==> config.mk <==
export PLATFORM = sky130hd
export DESIGN_NAME = control_sequencer
export DESIGN_NICKNAME = d
export VERILOG_FILES = /design/src/rtl/control_sequencer.sv
export SDC_FILE = /design/constraint.sdc
export NUM_CORES = 1
export LEC_CHECK = 0
export CAP_MARGIN = 20
export CORE_MARGIN = 2
export CORE_UTILIZATION = 29
export DETAILED_ROUTE_END_ITERATION = 7
export GPL_TIMING_DRIVEN = 0
export PLACE_DENSITY = 0.67
export SLEW_MARGIN = 15
export SYNTH_ARGS = -nofsm -noshare
export SYNTH_HDL_FRONTEND = slang
export SYNTH_SLANG_ARGS = --single-unit
==> constraint.sdc <==
create_clock -name clk -period 4.7 [get_ports clk]
set_input_delay 0.94 -clock clk [delete_from_list [all_inputs] [get_ports clk]]
set_output_delay 0.94 -clock clk [all_outputs]
set_load 0.005 [all_outputs]
==> src/rtl/control_sequencer.sv <==
// control_sequencer -- hardwired control unit for the Datapath.
//
// Fetches an instruction (T0..T2), decodes IR[31:27] and sequences the
// register-transfer steps T3..T6 for R-format ALU, mul/div, neg/not, nop
// and halt. All outputs are decoded combinationally from the present state
// and IR, so an asynchronous clr clears them without waiting for a clock.
//
// Optional build macro: CS_SINGLE_STEP_EN
//   Adds input 'step' and a WAIT state. Completed instructions park in WAIT
//   (run=1, all strobes 0) until a posedge with step=1 releases the next one.
//
// Ports:
//   clk, clr                 clock, asynchronous active-high reset
//   step                     single-step release (CS_SINGLE_STEP_EN only)
//   IR[31:0]                 instruction register from the Datapath
//   R_rd, R_wrt [NREG-1:0]   one-hot register load / bus-drive
//   PC_out, MDR_out,
//   Zlo_out, Zhi_out         bus source selects (at most one active)
//   MAR_rd, PC_rd, MDR_rd,
//   IR_rd, Y_rd, Zlo_rd,
//   HI_rd, LO_rd             register load strobes (Zlo_rd loads all of Z)
//   IncPC, Read              PC increment, memory read into MDR
//   op_sel[OPW-1:0]          ALU operation select (non-zero only in T4)
//   run                      high while executing (low in RST and HALT)

module control_sequencer #(
  parameter int NREG = 16,
  parameter int OPW  = 5
) (
  input  logic            clk,
  input  logic            clr,
`ifdef CS_SINGLE_STEP_EN
  input  logic            step,
`endif
  input  logic [31:0]     IR,
  output logic [NREG-1:0] R_rd,
  output logic [NREG-1:0] R_wrt,
  output logic            PC_out,
  output logic            MDR_out,
  output logic            Zlo_out,
  output logic            Zhi_out,
  output logic            MAR_rd,
  output logic            PC_rd,
  output logic            MDR_rd,
  output logic            IR_rd,
  output logic            Y_rd,
  output logic            Zlo_rd,
  output logic            HI_rd,
  output logic            LO_rd,
  output logic            IncPC,
  output logic            Read,
  output logic [OPW-1:0]  op_sel,
  output logic            run
);

  typedef enum logic [3:0] {
    S_RST, S_T0, S_T1, S_T2, S_T3, S_T4, S_T5, S_T6, S_HALT
`ifdef CS_SINGLE_STEP_EN
    , S_WAIT
`endif
  } state_t;

  // Where a completed instruction goes next.
`ifdef CS_SINGLE_STEP_EN
  localparam state_t S_DONE = S_WAIT;
`else
  localparam state_t S_DONE = S_T0;
`endif

  localparam logic [OPW-1:0] OP_ADD  = OPW'(3);
  localparam logic [OPW-1:0] OP_ROL  = OPW'(11);
  localparam logic [OPW-1:0] OP_MUL  = OPW'(15);
  localparam logic [OPW-1:0] OP_DIV  = OPW'(16);
  localparam logic [OPW-1:0] OP_NEG  = OPW'(17);
  localparam logic [OPW-1:0] OP_NOT  = OPW'(18);
  localparam logic [OPW-1:0] OP_HALT = OPW'(27);

  state_t          state_q;
  logic [OPW-1:0]  opcode;
  logic [3:0]      ra, rb, rc;
  logic [NREG-1:0] ra_hot, rb_hot, rc_hot;
  logic            is_alu, is_muldiv, is_unary, is_halt;
  logic            unused_ir;

  assign opcode = IR[31 -: OPW];
  assign ra     = IR[26:23];
  assign rb     = IR[22:19];
  assign rc     = IR[18:15];
  assign unused_ir = ^IR[14:0];

  assign is_alu    = (opcode >= OP_ADD) && (opcode <= OP_ROL);
  assign is_muldiv = (opcode == OP_MUL) || (opcode == OP_DIV);
  assign is_unary  = (opcode == OP_NEG) || (opcode == OP_NOT);
  assign is_halt   = (opcode == OP_HALT);

  // One-hot decode of the register fields; indices >= NREG match no bit
  // and therefore produce an all-zero vector.
  for (genvar gi = 0; gi < NREG; gi++) begin : g_hot
    localparam logic [31:0] IDX = gi;
    assign ra_hot[gi] = ({28'd0, ra} == IDX);
    assign rb_hot[gi] = ({28'd0, rb} == IDX);
    assign rc_hot[gi] = ({28'd0, rc} == IDX);
  end

  // State register. The decode in T2 looks at IR while IR_rd is asserted,
  // so the Datapath must present the fetched word on IR during T2.
  always_ff @(posedge clk or posedge clr) begin
    if (clr) begin
      state_q <= S_RST;
    end else begin
      case (state_q)
        S_RST:  state_q <= S_T0;
        S_T0:   state_q <= S_T1;
        S_T1:   state_q <= S_T2;
        S_T2: begin
          if (is_alu || is_muldiv) state_q <= S_T3;
          else if (is_unary)       state_q <= S_T4;
          else if (is_halt)        state_q <= S_HALT;
          else                     state_q <= S_DONE;
        end
        S_T3:   state_q <= S_T4;
        S_T4:   state_q <= S_T5;
        S_T5:   state_q <= is_muldiv ? S_T6 : S_DONE;
        S_T6:   state_q <= S_DONE;
        S_HALT: state_q <= S_HALT;
`ifdef CS_SINGLE_STEP_EN
        S_WAIT: state_q <= step ? S_T0 : S_WAIT;
`endif
        default: state_q <= S_RST;
      endcase
    end
  end

  always_comb begin
    R_rd    = '0;
    R_wrt   = '0;
    PC_out  = 1'b0;
    MDR_out = 1'b0;
    Zlo_out = 1'b0;
    Zhi_out = 1'b0;
    MAR_rd  = 1'b0;
    PC_rd   = 1'b0;
    MDR_rd  = 1'b0;
    IR_rd   = 1'b0;
    Y_rd    = 1'b0;
    Zlo_rd  = 1'b0;
    HI_rd   = 1'b0;
    LO_rd   = 1'b0;
    IncPC   = 1'b0;
    Read    = 1'b0;
    op_sel  = '0;
    run     = 1'b1;
    case (state_q)
      S_T0: begin
        PC_out = 1'b1;
        MAR_rd = 1'b1;
        IncPC  = 1'b1;
      end
      S_T1: begin
        Read   = 1'b1;
        MDR_rd = 1'b1;
      end
      S_T2: begin
        MDR_out = 1'b1;
        IR_rd   = 1'b1;
      end
      S_T3: begin
        // mul/div name their operands Ra,Rb (result goes to HI/LO), so the
        // first operand comes from Ra; ALU ops take it from Rb.
        R_wrt = is_muldiv ? ra_hot : rb_hot;
        Y_rd  = 1'b1;
      end
      S_T4: begin
        // Second operand: Rc for three-register ALU ops, Rb for mul/div and
        // for the single operand of neg/not.
        R_wrt  = is_alu ? rc_hot : rb_hot;
        op_sel = opcode;
        Zlo_rd = 1'b1;
      end
      S_T5: begin
        Zlo_out = 1'b1;
        if (is_muldiv) LO_rd = 1'b1;
        else           R_rd  = ra_hot;
      end
      S_T6: begin
        Zhi_out = 1'b1;
        HI_rd   = 1'b1;
      end
`ifdef CS_SINGLE_STEP_EN
      S_WAIT: run = 1'b1;
`endif
      default: run = 1'b0;   // RST and HALT
    endcase
  end

endmodule

==> impl_metrics.csv <==
group,metric,value,unit
outcome,status,"finished, final reports clean",
setup_path,critPathTopFamily,"buffers and inverters",
hold_path,min_path_type,"reg -> reg",
die,start_util,0.307,
timing,rsz0062_at_grt,"false",
drt,drc,0,
finish,n_antenna_cell,0,
drt,detail-route-antenna-nets,0,
placement,dp_hpwl,3.86,mm
drt,drtIter0Drc,114,
placement,port_buffers,69,
timing,fin_skew,0.00244,ns
yosys,synth-warning-count,0,
setup_path,worst_ep_required_time,3.76,ns
yosys,synth_edf_count,0,
yosys,ys_types,42,
drt,dr.pass1.iters,4,
setup_path,cp_num_buf_inv,5,
clock_network,clock_sinks,4,
yosys,netlist.area_leader.share,0.114,
clock_network,tritoncts,"built",
yosys,synth_common_cells,"31 x nor3_1, 25 x nor2_1, 15 x a211o_1",
clock_network,clockBufferDepth,2,
yosys,syn_nets,245,
global_routing,grt_pass1_wl,7.94,mm
clock_network,cts_resized,0,
die,num_rows,24,
drt,drt_wl_total,4.97,mm
drt,wire_per_inst,14.8,um
finish,reg.largest.list,"state_q (4)",
clock_network,numCtsBuffers,3,
timing,drv_slew,0,
yosys,synth-seq-cells,4,
timing,period_share,0.948,
die,io_pins,86,
drt,via_count,1906,
yosys,synth_cells,211,
timing,hold-worst-slack,0.589,ns
timing,relSlewSlack,0.446,
die,die_w,72.4,um
yosys,yosysTopAreaCell,"nor3_1",
setup_path,critical_path.max_fanout,10,
yosys,synth_area_per_cell,6.42,um2
yosys,yosysMostFrequentCell,"nor3_1",
yosys,synthesis.area,1360,um2
yosys,seq_area_frac_synth,0.0739,
setup_path,start_kind,"primary input",
clock_network,clkLatencyLatePin,0.22,ns
drt,via_per_inst,5.69,
timing,max_freq,225,MHz
yosys,ys.flop_type,"dfrtp_1",
die,die_h,72.4,um
finish,syn_to_final_growth,58.8,%
timing,finalHoldViolCount,0,
setup_path,critPathKind,"in -> out",
pwr,p_per_area,230,nW/um2
global_routing,grt_usage,0.188,
global_routing,grt_pass1_vias,1669,
finish,drive_gt1_frac,0.0883,
placement,place_congestion,0.952,
finish,largest_register_ffs,4,
global_routing,grt_max_degree,11,
die,core,4410,um2
clock_network,cts_hold_buffers,0,
setup_path,max_stage_delay,0.54,ns
timing,period_needed,4.45,ns
global_routing,antenna_found_initial,0,
timing,setup-violations-final,0,
finish,final_nets,319,
yosys,async_reset_ff_frac,1.00,
setup_path,endpoint_kind,"output pin",
timing,worst_slew_pin_slew,0.829,ns
pwr,ir_drop,0.000141,V
finish,regMostFlops,"state_q",
setup_path,critPathSlowestCell,"clkdlybuf4s50_1",
setup_path,arrival,3.51,ns
timing,tns,0,ns
job,cap_viol_max_count,0,
pwr,power.leakage,0.000792,uW
clock_network,postCtsSetupBuffers,0,
yosys,synth_area_leaders,"nor3_1 11%, a211o_1 9.7%, dfrtp_1 7.4%, nor2_1 6.9%, nand4_1 5.5%",
setup_path,cp_cell_sequence,"clkdlybuf4s50_1 > a211o_1 > buf_2 > and2_1 > clkbuf_1 > buf_2 > o31ai_1 > a211o_1 > clkdlybuf4s50_1",
die,dieArea,5240,um2
clock_network,clkTransAtPathRegs,0.03,ns
clock_network,htreeDepth,1,
clock_network,root_buffer,"clkbuf_8",
global_routing,overflow,0,
[tightest hold or removal path: stages (launching register included)]
cell	delay [ns]
dfrtp_1	0.30
buf_2	0.21
a21oi_2	0.04
[layout by cell type (no fill, tap or decap), types with 2 or more instances in the layout]
master and instances:
or2_2 3, nand3_1 6, nand4_1 12, nor3_1 31
buf_2 5, or3_1 4, a211oi_1 3, a41o_1 2
buf_4 7, inv_1 2, a2111oi_0 2, nand4b_1 4
o31ai_1 8, clkbuf_8 3, buf_6 2, nand3b_1 3
nand2b_1 11, a211o_1 15, buf_1 3, o21ai_0 2
and2_1 5, a41oi_1 3, dfrtp_1 4, o41ai_1 3
a21oi_1 2, nor2_1 25, nor2b_1 6, clkdlybuf4s50_1 69
nand2_1 13, a21oi_2 2, o211ai_1 3, clkbuf_1 8
[stage by stage]
stage | area, um2 | util | setup WS (ns) | power, uW | instances
floorplan | 1360 | - | 1.47 | 250 | 211
CTS | 2150 | 0.488 | 0.266 | 497 | 335
global route | 2150 | 0.488 | 0.0904 | 534 | 335
finish | 2150 | 0.488 | 0.246 | 495 | 335
detailed placement | 2110 | 0.478 | 0.275 | 422 | 332
global placement | 2110 | 0.478 | 0.288 | 419 | 332
[final cells by class]
cell class / count / area, um2
Inverter: 3 / 11.3
Multi-Input combinational cell: 179 / 1100
Buffer: 25 / 141
Fill cell: 476 / 2260
Sequential cell: 4 / 100
Tap cell: 52 / 65.1
Timing Repair Buffer: 69 / 691
Clock buffer: 3 / 41.3
[worst paths after layout]
check | start | to | slack, ns | cells after the start
setup / recovery | IR[30] | R_wrt[6] | 0.25 | 9
min in group asynchronous | clr | state_q[2] | 0.90 | 2
hold reg to reg | state_q[3] | state_q[1] | 0.59 | 2
max in group asynchronous | clr | state_q[0] | 3.66 | 2
hold / removal | state_q[3] | state_q[1] | 0.59 | 2
setup reg to reg | state_q[2] | state_q[3] | 3.30 | 4
[cell families after synthesis]
kind of cell           Yosys count  synth area share
buffers and inverters           28             0.113
flip-flops                       4            0.0739
multiplexers                     1           0.00831
AO/OA/AOI/OAI                   50             0.300
AND/OR/NAND/NOR                127             0.502
other                            1           0.00277
[where the power goes]
group	internal (uW)	leakage [uW]	switching [uW]
Sequential	48.0	0.0000506	19.1
Clock	54.5	0.0000216	17.3
Combinational	196	0.000720	160
[per-layer routing]
layer | track usage | vias to the layer above | share of wire
li1 | - | 944 | -
met1 | 0.254 | 865 | 0.46
met2 | 0.298 | 85 | 0.45
met3 | 0.0236 | 12 | 0.075
met4 | 0.0818 | 0 | 0.022
met5 | 0 | - | 0
Note: power is estimated with default switching activity, not from simulation.
